### src/rtl/keypad_stim_driver.sv
// Keypad stimulus driver: queues 5-bit key codes and plays them as timed one-hot presses on pb_out.
// Optional build macro KEYDRV_AUTOPW_EN adds pw/play ports for a W-plus-8-nibble password replay.
module keypad_stim_driver #(
  parameter int DEPTH     = 8,
  parameter int PRESS_CYC = 10,
  parameter int GAP_CYC   = 10
) (
  input  logic                     hz100,
  input  logic                     reset,
  input  logic                     key_valid,
  input  logic [4:0]               key_code,
`ifdef KEYDRV_AUTOPW_EN
  input  logic [31:0]              pw,
  input  logic                     play,
`endif
  output logic                     key_ready,
  output logic [19:0]              pb_out,
  output logic                     busy,
  output logic                     done,
  output logic                     err,
  output logic [$clog2(DEPTH):0]   level
);
  localparam int PW   = $clog2(DEPTH);
  localparam int LW   = PW + 1;
  localparam int MAXC = (PRESS_CYC > GAP_CYC) ? PRESS_CYC : GAP_CYC;
  localparam int CW   = $clog2(MAXC);
  localparam logic [CW-1:0] PRESS_LD = CW'(PRESS_CYC - 1);
  localparam logic [CW-1:0] GAP_LD   = CW'(GAP_CYC - 1);

  typedef enum logic [1:0] {IDLE, PRESS, GAP} state_t;

  state_t        state, state_n;
  logic [4:0]    mem [DEPTH];
  logic [PW-1:0] wr_ptr, rd_ptr;
  logic [CW-1:0] cnt, cnt_n;
  logic [19:0]   pb_n;
  logic          done_n, accept, push, pop, replay;

  // Ready comes from registered occupancy only, so a full FIFO never passes a key through.
  assign key_ready = (level < LW'(DEPTH)) && !replay;
  assign accept    = key_valid && key_ready;
  assign push      = accept && (key_code < 5'd20);
  assign busy      = (state != IDLE) || (level != '0) || replay;

`ifdef KEYDRV_AUTOPW_EN
  logic [31:0] pw_sr;
  logic [3:0]  rp_left;
  logic        rp_start, rp_load, rp_end;
`else
  assign replay = 1'b0;
`endif

  always_comb begin
    state_n = state;
    pb_n    = pb_out;
    cnt_n   = cnt;
    done_n  = 1'b0;
    pop     = 1'b0;
`ifdef KEYDRV_AUTOPW_EN
    rp_start = 1'b0;
    rp_load  = 1'b0;
    rp_end   = 1'b0;
`endif
    case (state)
      IDLE: begin
`ifdef KEYDRV_AUTOPW_EN
        if (replay) begin
          rp_load = 1'b1;
          pb_n    = 20'd1 << pw_sr[31:28];
          cnt_n   = PRESS_LD;
          state_n = PRESS;
        end else if (level == '0) begin
          if (play) begin
            rp_start = 1'b1;
            pb_n     = 20'd1 << 5'd16;
            cnt_n    = PRESS_LD;
            state_n  = PRESS;
          end
        end else
`endif
        if (level != '0) begin
          pop     = 1'b1;
          pb_n    = 20'd1 << mem[rd_ptr];
          cnt_n   = PRESS_LD;
          state_n = PRESS;
        end
      end
      PRESS: begin
        if (cnt == '0) begin
          pb_n    = '0;
          cnt_n   = GAP_LD;
          state_n = GAP;
        end else begin
          cnt_n = cnt - 1'b1;
        end
      end
      GAP: begin
        if (cnt == '0) begin
          state_n = IDLE;
`ifdef KEYDRV_AUTOPW_EN
          // Intermediate replay gaps end silently; only the last one may report done.
          if (!(replay && rp_left != '0)) begin
            rp_end = replay;
            done_n = (level == '0) && !push;
          end
`else
          done_n = (level == '0) && !push;
`endif
        end else begin
          cnt_n = cnt - 1'b1;
        end
      end
      default: state_n = IDLE;
    endcase
  end

  always_ff @(posedge hz100 or posedge reset) begin
    if (reset) begin
      state  <= IDLE;
      pb_out <= '0;
      cnt    <= '0;
      done   <= 1'b0;
      err    <= 1'b0;
      level  <= '0;
      wr_ptr <= '0;
      rd_ptr <= '0;
    end else begin
      state  <= state_n;
      pb_out <= pb_n;
      cnt    <= cnt_n;
      done   <= done_n;
      err    <= accept && (key_code >= 5'd20);
      level  <= level + LW'(push) - LW'(pop);
      if (push) wr_ptr <= wr_ptr + PW'(1);
      if (pop)  rd_ptr <= rd_ptr + PW'(1);
    end
  end

  always_ff @(posedge hz100) begin
    if (push) mem[wr_ptr] <= key_code;
  end

`ifdef KEYDRV_AUTOPW_EN
  always_ff @(posedge hz100 or posedge reset) begin
    if (reset) begin
      replay  <= 1'b0;
      pw_sr   <= '0;
      rp_left <= '0;
    end else begin
      if (rp_start) begin
        replay  <= 1'b1;
        pw_sr   <= pw;
        rp_left <= 4'd8;
      end else if (rp_load) begin
        pw_sr   <= {pw_sr[27:0], 4'h0};
        rp_left <= rp_left - 1'b1;
      end
      if (rp_end) replay <= 1'b0;
    end
  end
`endif

endmodule
### config.mk
export PLATFORM = sky130hd
export DESIGN_NAME = keypad_stim_driver
export DESIGN_NICKNAME = d
export VERILOG_FILES = /design/src/rtl/keypad_stim_driver.sv
export SDC_FILE = /design/constraint.sdc
export NUM_CORES = 1
export LEC_CHECK = 0
export ABC_AREA = 1
export BUFFER_PORTS_ARGS = -buffer_cell sky130_fd_sc_hd__buf_2
export CAP_MARGIN = 20
export CORE_ASPECT_RATIO = 0.5
export CORE_MARGIN = 3
export CORE_UTILIZATION = 44
export DETAILED_ROUTE_END_ITERATION = 12
export MAX_ROUTING_LAYER = met4
export PLACE_DENSITY = 0.7
export SYNTH_ARGS = -nofsm -noshare
export SYNTH_HDL_FRONTEND = slang
export SYNTH_SLANG_ARGS = --single-unit
### constraint.sdc
create_clock -name hz100 -period 3.38 [get_ports hz100]
set_clock_uncertainty 0.2 [all_clocks]
set_input_delay 0.169 -clock hz100 [delete_from_list [all_inputs] [get_ports hz100]]
set_output_delay 0.169 -clock hz100 [all_outputs]
set_load 0.01 [all_outputs]
# Yosys cells after proc, flatten, opt, wreduce, memory -nomap -nowiden
# Memories as Yosys holds them, arrays and structs flattened.
# Cells that the tools add are included.
[classes] mux=17 magnitude_cmp=3 n_shift=1 eq_ne=6 n_reduce_logical=16 addsub=5
[ops] operator="20-bit two-way mux" count=2
[ops] operator="20-bit one-hot mux with 2 select lines" count=1
[ops] operator="1-bit by 5-bit left shift with 20-bit output, first input constant" count=1
[ops] operator="4-bit two-way mux" count=3
[ops] operator="4-bit one-hot mux with 3 select lines" count=1
[ops] operator="3-bit AND reduction" count=3
[ops] operator="4-bit logical NOT" count=2
[ops] operator="2-bit inequality test, second input constant" count=4
[ops] operator="3-bit by 1-bit adder with 3-bit output, second input constant" count=2
[ops] operator="1-bit two-way mux" count=6
[ops] operator="2-bit two-way mux" count=3
[ops] operator="2-bit one-hot mux with 3 select lines" count=1
[ops] operator="5-bit >= comparator, second input constant" count=1
[ops] operator="5-bit < comparator, second input constant" count=1
[ops] operator="4-bit by 1-bit adder with 4-bit output" count=1
[ops] operator="1-bit logical AND" count=4
[ops] operator="4-bit < comparator, second input constant" count=1
[ops] operator="2-bit nonzero test" count=2
[ops] operator="4-bit nonzero test" count=1
[ops] operator="4-bit by 1-bit subtractor with 4-bit output" count=1
[ops] operator="4-bit by 1-bit subtractor with 4-bit output, second input constant" count=1
[ops] operator="3-bit nonzero test" count=1
[ops] operator="2-bit by 1-bit equality test with 1-bit output, second input constant" count=1
[ops] operator="2-bit equality test, second input constant" count=1
[ops] operator="3 further kinds" count=3
[word_totals] in_bits=8 register_bits=38 ramBits=40 output_inout_bits=28 memories=1 elab_cells=57
[memory_table] memory="mem" depth=8 width=5 rd=1 rd_ports_with_merged_regs=0 write_ports=1 line_no="33" rtl="logic [4:0] mem [DEPTH];"

# Depth between registers and ports, before layout
# Gate-level depths: netlist of the first run.
[logic_depth] ltp_word=7 depth_mapped=11 mapped_depth_nobuf=11

# Worst setup path after synthesis of the first run
# Ideal clock, no wire load.
[synth_timing] path_kind="register to register" start="register level[3]" end="register level[2]" t_arrival_ps=1973 path_buffers=0 path_slack_ps=1083 setup_time_ps=124 stages_incl_launch_ff=11 cell_sequence="dfrtp_1 > inv_1 > ha_1 > nand2_1 > nand2_1 > inv_1 > ha_1 > inv_1 > ha_1 > fa_1 > xor2_1"
[synth_between] elab_chain_len=5
[synth_lines] item="from (decl)" line_no="21" rtl="output logic [$clog2(DEPTH):0] level"
[synth_lines] item="from (signal assigned)" line_no="133" rtl="level <= level + LW'(push) - LW'(pop);"
[synth_lines] item="4-bit < comparator" line_no="40" rtl="assign key_ready = (level < LW'(DEPTH)) && !replay;"
[synth_lines] item="named net key_ready" line_no="16" rtl="output logic key_ready,"
[synth_lines] item="1-bit logical AND" line_no="41" rtl="assign accept = key_valid && key_ready;"
[synth_lines] item="1-bit logical AND" line_no="42" rtl="assign push = accept && (key_code < 5'd20);"
[synth_lines] item="4-bit by 1-bit adder with 4-bit output" line_no="133"
[synth_lines] item="4-bit by 1-bit subtractor with 4-bit output" line_no="133"
# The timed path passes the listed nets, and every way through them passes these cells.
# A chain may end at the register's enable or synchronous reset.

# Worst setup path after layout of the first run
[layout_timing] start="input port key_code[3]" end="memory mem[2][1], enable pin"
[layout_between] elab_chain_len=4
[layout_lines] item="from (decl)" line_no="11" rtl="input logic [4:0] key_code,"
[layout_lines] item="5-bit < comparator" line_no="42"
[layout_lines] item="1-bit logical AND" line_no="42"
[layout_lines] item="1-bit two-way mux" line_no="140" rtl="if (push) mem[wr_ptr] <= key_code;"
[layout_lines] item="1-bit two-way mux (not written as such)" line_no="140"
[layout_lines] item="to (decl)" line_no="33"
# No other way between the ends.

==> qor.csv, run 1 <==
stage;metric;value;unit
layout;most common cell after layout, fill and taps aside;nand2_1;
timing;Final Hold Vio Count;0;
floorplanning;Die Ht;70.0;um
layout;fraction of layout cells with a size suffix above 1;14.4;%
layout;Final Core Density;56.2;%
timing;Fmax;424;MHz
placed_design;DP Worst Slack;1.07;ns
critical_path;worst path bufs/invs;2;
layout;Layout area overhead;18.8;%
synthesis;Avg Inst Size Synth;9.42;um^2
synthesis;Post-Synth XOR/XNOR Area;1.46;%
power;Static Leak;2.12;nW
floorplanning;starting density of the core;47.3;%
timing;RSZ-0062 raised after global routing;false;
synthesis;register bit total from synthesis;78;
power;Max VDD drop;0.254;mV
critical_path;r2r setup slk;1.06;ns
route;DR DRC count;0;
timing;ratio of final minimum period to clock period;69.8;%
floorplanning;number of placement rows;22;
synthesis;register area share after synthesis;59.6;%
cts;H-tree Lvls;3;
synthesis;main combinational cell family by area after synthesis;simple AND/OR/NAND/NOR gates;
grt;largest net degree at the start of global routing;24;
layout;Layout Nets;454;
cts;Worst-Skew Late Latency;0.33;ns
timing;final setup TNS;0;ns
floorplanning;# IOs;36;
run;max cap viols;0;
synthesis;post-synthesis mux area share;0;%
cts;Root Buffer;clkbuf_16;
cts;clk sinks;78;
route;wirelength, routed;7400;um
synthesis;Compound-Gate Fraction of Synth Area;4.51;%
synthesis;Yosys warning total;0;
route;DR vias/cell;4.75;
cts;TritonCTS clock tree;done;
grt;vias in the first global route;2484;
hold_path;Min-Delay Path Class;register to register;
route;drt first pass iters;4;
synthesis;mapped cell area;3610;um^2
cts;Max clock buf depth;2;
grt;gr usage total;17.4;%
placed_design;RePlAce Congestion;0.813;
critical_path;CP endpoint kind;register;
placed_design;Port-buffer cells;35;
critical_path;CP Cell Sequence;dlygate4sd3_1 -> buf_2 -> o21ai_0 -> nand3_1 -> or2_2 -> nor2_1;
route;Post-DRT Antenna Nets;0;
grt;antenna violations before repair;0;
route;initial drt markers;167;
timing;fin worst setup slack;1.02;ns
critical_path;CP max stage delay;0.53;ns
synthesis;Post-Synthesis Cells;383;
layout;n_diodes;0;
timing;Worst Max-Slew Pin Slew;0.787;ns
critical_path;CP required;3.14;ns
grt;global-route wire length before repair;12400;um
synthesis;simple-gate portion of the synthesized area;22.7;%
grt;grt ovf;0;
synthesis;Syn Nets;406;
route;Wirelength per Cell;13.6;um
power;PwrDens;574;nW/um^2
timing;Slew Limit Fails;0;
critical_path;slowest cell on the critical path;dlygate4sd3_1;
timing;Slew HR;47.5;%
cts;Worst-path clk slew;0.06;ns
critical_path;cell family with most CP delay;simple AND/OR/NAND/NOR gates;
critical_path;WP data arrival;2.12;ns
timing;Final min period;2.36;ns
critical_path;Max Fanout on Critical Path;9;
route;via count;2585;
timing;Min Hold Slack;0.270;ns
timing;Setup Viol. Count Final;0;
placed_design;Final HPWL DP;4980;um
floorplanning;Die ar.;9390;um^2
layout;most frequent cells in the layout;nand2_1, inv_1, nor2_1;
cts;total CTS buffers;9;
floorplanning;Die Wd;134;um
critical_path;startpoint types;input port;
status;outcome;complete, no violations;
synthesis;Post-Synth Adder-Cell Area;5.41;%
critical_path;critical path type;input port to register;
synthesis;post-synth cell types;29;
floorplanning;Core ar.;7620;um^2
-- routing by layer --
layer | wire, um | global-route usage [%] | vias to the layer above
li1 | - | - | 1321
met1 | 3620 | 22.9 | 1186
met2 | 3200 | 25.8 | 72
met3 | 502 | 5.40 | 6
met4 | 72 | 5.87 | 0
met5 | 0 | - | -
-- flip-flops by register name, summed over array words and instances (netlist names) --
name    cells
level       4
err         1
cnt         4
pb_out     20
state       2
wr_ptr      3
mem        40
rd_ptr      3
done        1
-- worst min-delay path, cell delays in order, from the launching register on --
cell and delay [ns]:
dfrtp_1 0.34, nand2_1 0.05, nand2_1 0.05
-- kinds of logic after synthesis --
family	Yosys count
simple gates	200
flops	78
buf+inv	55
compound gates	29
fa+ha+maj	15
xor+xnor	6
-- through the flow --
stage	instances	power, W	area, um^2
floorplan	383	0.00133	3610
global placement	521	0.00143	3890
detailed placement	521	0.00143	3890
CTS	544	0.00249	4290
global route	544	0.00258	4290
finish	544	0.00246	4290
-- Yosys cell counts (all sizes together) --
master | n | share of area (%)
clkinv | 1 | 0.10
ha | 14 | 4.9
nand3b | 1 | 0.21
o21ai | 21 | 3.2
inv | 46 | 4.8
nand3 | 30 | 4.2
or2 | 1 | 0.17
dfrtp | 38 | 26
a21oi | 5 | 0.69
and2 | 1 | 0.17
fa | 1 | 0.55
o211ai | 2 | 0.42
nand2 | 118 | 12
edfxtp | 40 | 33
clkbuf | 2 | 0.21
buf | 6 | 1.2
nor3 | 1 | 0.14
xnor2 | 1 | 0.24
xor2 | 5 | 1.2
nor2 | 48 | 5.5
a31oi | 1 | 0.17
-- worst paths after layout --
kind / startpoint / cells past startpoint / end
min in group asynchronous: reset / 3 / pb_out[18]
max in group asynchronous: reset / 4 / level[1]
setup reg to reg: level[3] / 10 / level[2]
hold reg to reg: pb_out[13] / 2 / pb_out[13]
setup / recovery: key_code[3] / 6 / mem[2][1]
hold / removal: pb_out[13] / 2 / pb_out[13]
-- area by class of cell --
cell class	instances	area, um^2
Clock buffer	12	256
Clock inverter	4	70.1
Fill cell	688	3340
Inverter	47	176
Multi-Input combinational cell	250	1230
Sequential cell	78	2150
Tap cell	108	135
Timing Repair Buffer	45	268
-- report_power, final --
part | total [W] | switching [W] | internal [W]
Combinational | 0.000307 | 0.000189 | 0.000118
Sequential | 0.00111 | 0.0000386 | 0.00107
Clock | 0.00104 | 0.000358 | 0.000684
Total | 0.00246 | 0.000586 | 0.00188
-- timing repair --
item / CTS / global route
gates resized for setup: 0 / 0
hold buffers: 7 / 0
endpoints found under the hold margin: 61 / 0
setup buffers: 0 / 0
Note: power is estimated with default switching activity, not from simulation.
==> run 2: changes to the inputs <==
clock period = 2.3 ns   (was 3.38 ns; I/O delays follow)
==> run 2 against run 1 <==
Compared with the run above:
- critical endpoint is now level[2]
- cell count grew 2.8%
- count of clock-buffer cells in the layout down 2
- combinational power grew 65%
- highest routed layer unchanged
- worst setup slack worse by 0.94 ns
- via count is 2.3% higher
- die area did not move
- sequential power grew 48%
- core utilization grew 1.0 points
- critical path depth is 4 higher
- wire length up 1.8%
==> qor.csv, run 2 (synthesized netlist as in run 1, its figures left out) <==
stage;metric;value;unit;change
status;outcome;complete, no violations;;unchanged
route;via count;2644;;was 2585
floorplanning;Die ar.;9390;um^2;unchanged
grt;gr usage total;17.7;%;was 17.4%
cts;total CTS buffers;9;;unchanged
grt;met1 usage;23.9;%;was 22.9%
critical_path;startpoint types;register;;was input port
timing;Fmax;451;MHz;
timing;Slew HR;66.8;%;was 47.5%
grt;met3 global-route usage;4.82;%;was 5.40%
layout;Final Core Density;57.3;%;was 56.2%
timing;Setup Viol. Count Final;0;;unchanged
critical_path;Max Fanout on Critical Path;2;;was 9
critical_path;WP data arrival;2.23;ns;was 2.12 ns
critical_path;Most common cell on crit path;inv_1;;
timing;Final Hold Vio Count;0;;unchanged
timing;RSZ-0062 raised after global routing;false;;unchanged
route;wirelength, routed;7530;um;was 7400 um
critical_path;slowest cell on the critical path;dfrtp_1;;was dlygate4sd3_1
route;drt first pass iters;4;;unchanged
cts;Worst-Skew Late Latency;0.33;ns;about the same
critical_path;critical path type;register to register;;was input port to register
grt;antenna violations before repair;0;;unchanged
placed_design;RePlAce Congestion;0.811;;was 0.813
timing;Worst Max-Slew Pin Slew;0.498;ns;was 0.787 ns
layout;most common cell after layout, fill and taps aside;nand2_1;;unchanged
grt;gr busiest metal;met2;;unchanged
timing;Slew Limit Fails;0;;unchanged
cts;clk sinks;78;;unchanged
floorplanning;Die Ht;70.0;um;unchanged
floorplanning;starting density of the core;47.3;%;unchanged
layout;Largest register FFs;40;;unchanged
route;initial drt markers;155;;was 167
hold_path;Min-Delay Path Class;input port to register;;was register to register
floorplanning;Core ar.;7620;um^2;unchanged
grt;largest net degree at the start of global routing;39;;was 24
floorplanning;Die Wd;134;um;unchanged
power;Static Leak;2.17;nW;was 2.12 nW
timing;Final min period;2.22;ns;
layout;Layout Nets;469;;was 454
placed_design;Final HPWL DP;5170;um;was 4980 um
layout;most flop-heavy register;mem;;unchanged
cts;Root Buffer;clkbuf_16;;unchanged
layout;largest registers;mem x40, pb_out x20;;unchanged
critical_path;cell family with most CP delay;adder cells;;was simple AND/OR/NAND/NOR gates
cts;H-tree Lvls;3;;unchanged
critical_path;CP endpoint kind;register;;unchanged
layout;Layout area overhead;20.9;%;was 18.8%
placed_design;Port-buffer cells;35;;unchanged
run;max cap viols;0;;unchanged
route;DR vias/cell;4.73;;was 4.75
grt;global-route wire length before repair;12500;um;was 12400 um
grt;vias in the first global route;2508;;was 2484
critical_path;worst path bufs/invs;3;;was 2
route;Wirelength per Cell;13.5;um;was 13.6 um
cts;TritonCTS clock tree;done;;unchanged
critical_path;CP Cell Sequence;inv_1 -> ha_2 -> nand2_1 -> nand2_1 -> inv_1 -> ha_1 -> inv_1 -> ha_2 -> fa_2 -> xor2_1;;was dlygate4sd3_1 -> buf_2 -> o21ai_0 -> nand3_1 -> or2_2 -> nor2_1
layout;n_diodes;0;;unchanged
timing;final setup TNS;0;ns;unchanged
timing;ratio of final minimum period to clock period;96.4;%;
power;Max VDD drop;0.443;mV;was 0.254 mV
layout;most frequent cells in the layout;nand2_1, nor2_1, inv_1;;was nand2_1, inv_1, nor2_1
floorplanning;number of placement rows;22;;unchanged
floorplanning;# IOs;36;;unchanged
cts;Max clock buf depth;2;;unchanged
power;PwrDens;798;nW/um^2;was 574 nW/um^2
route;Post-DRT Antenna Nets;0;;unchanged
critical_path;CP max stage delay;0.38;ns;was 0.53 ns
route;DR DRC count;0;;unchanged
grt;grt ovf;0;;unchanged
cts;Worst-path clk slew;0.05;ns;was 0.06 ns
layout;fraction of layout cells with a size suffix above 1;17.7;%;was 14.4%
critical_path;CP required;2.31;ns;was 3.14 ns
grt;met2 usage;26.2;%;was 25.8%
[run 2: changes by cell type in the layout (fill, tap and decap cells not counted), moves of 2 or more]
cell      change
buf_4        +14
clkinv_2      +2
ha_1          -2
ha_2          +2
clkbuf_8      -2
[run 2: cell type report]
| class | count | area (um^2) |
|---|---|---|
| inverters | 47 | 176 |
| well taps | 108 | 135 |
| fillers | 668 | 3260 |
| multi-input cells | 250 | 1240 |
| flip-flops and latches | 78 | 2150 |
| repair buffers | 60 | 383 |
| clock inverters | 6 | 53.8 |
| clock buffers | 10 | 229 |
[run 2: power breakdown]
part	total (W)	switching (W)	internal [W]	leakage (nW)
Combinational	0.000507	0.000290	0.000217	1.18
Sequential	0.00164	0.0000623	0.00158	0.845
Clock	0.00134	0.000510	0.000828	0.143
[run 2: path summary, 6_finish.rpt]
path                             start         end  slack, ns  cells after the start
min in group asynchronous        reset   rd_ptr[1]       0.27                      4
setup / recovery              level[2]    level[2]       0.08                     10
setup reg to reg              level[2]    level[2]       0.08                     10
max in group asynchronous        reset  pb_out[10]       1.29                      4
hold / removal             key_code[2]   wr_ptr[0]       0.12                      5
hold reg to reg              pb_out[1]   pb_out[1]       0.27                      2
[run 2: worst reg2reg max path, stage by stage, from the launching register on]
cell and delay, ns:
dfrtp_1 0.38, inv_1 0.09, ha_2 0.18, nand2_1 0.08
nand2_1 0.10, inv_1 0.07, ha_1 0.27, inv_1 0.04
ha_2 0.18, fa_2 0.34, xor2_1 0.16
[run 2: repair_timing]
action / in CTS / in global routing
endpoints found under the setup margin: 1 / 1
resized for setup: 1 / 3
buffers inserted: 0 / 2
endpoints found under the hold margin: 80 / 0
pin swaps: 0 / 1
hold buffers: 8 / 0
[run 2: through the flow]
| step | hold slack, ns | power, W | std cells | area [um^2] | worst slack (ns) |
|---|---|---|---|---|---|
| floorplan | 0.0139 | 0.00195 | 383 | 3610 | 0.00281 |
| global placement | 0.0572 | 0.00210 | 533 | 3980 | 0.116 |
| detailed placement | 0.0669 | 0.00213 | 533 | 3980 | -0.00914 |
| CTS | 0.0928 | 0.00348 | 557 | 4340 | 0.00370 |
| global route | 0.193 | 0.00366 | 559 | 4370 | 0.00347 |
| finish | 0.124 | 0.00348 | 559 | 4370 | 0.0833 |
[run 2: layer usage]
metal	part of all wire, %	wire (um)
met1	50	3780
met4	1.1	82
met5	0	0
met3	4.6	349
met2	44	3310
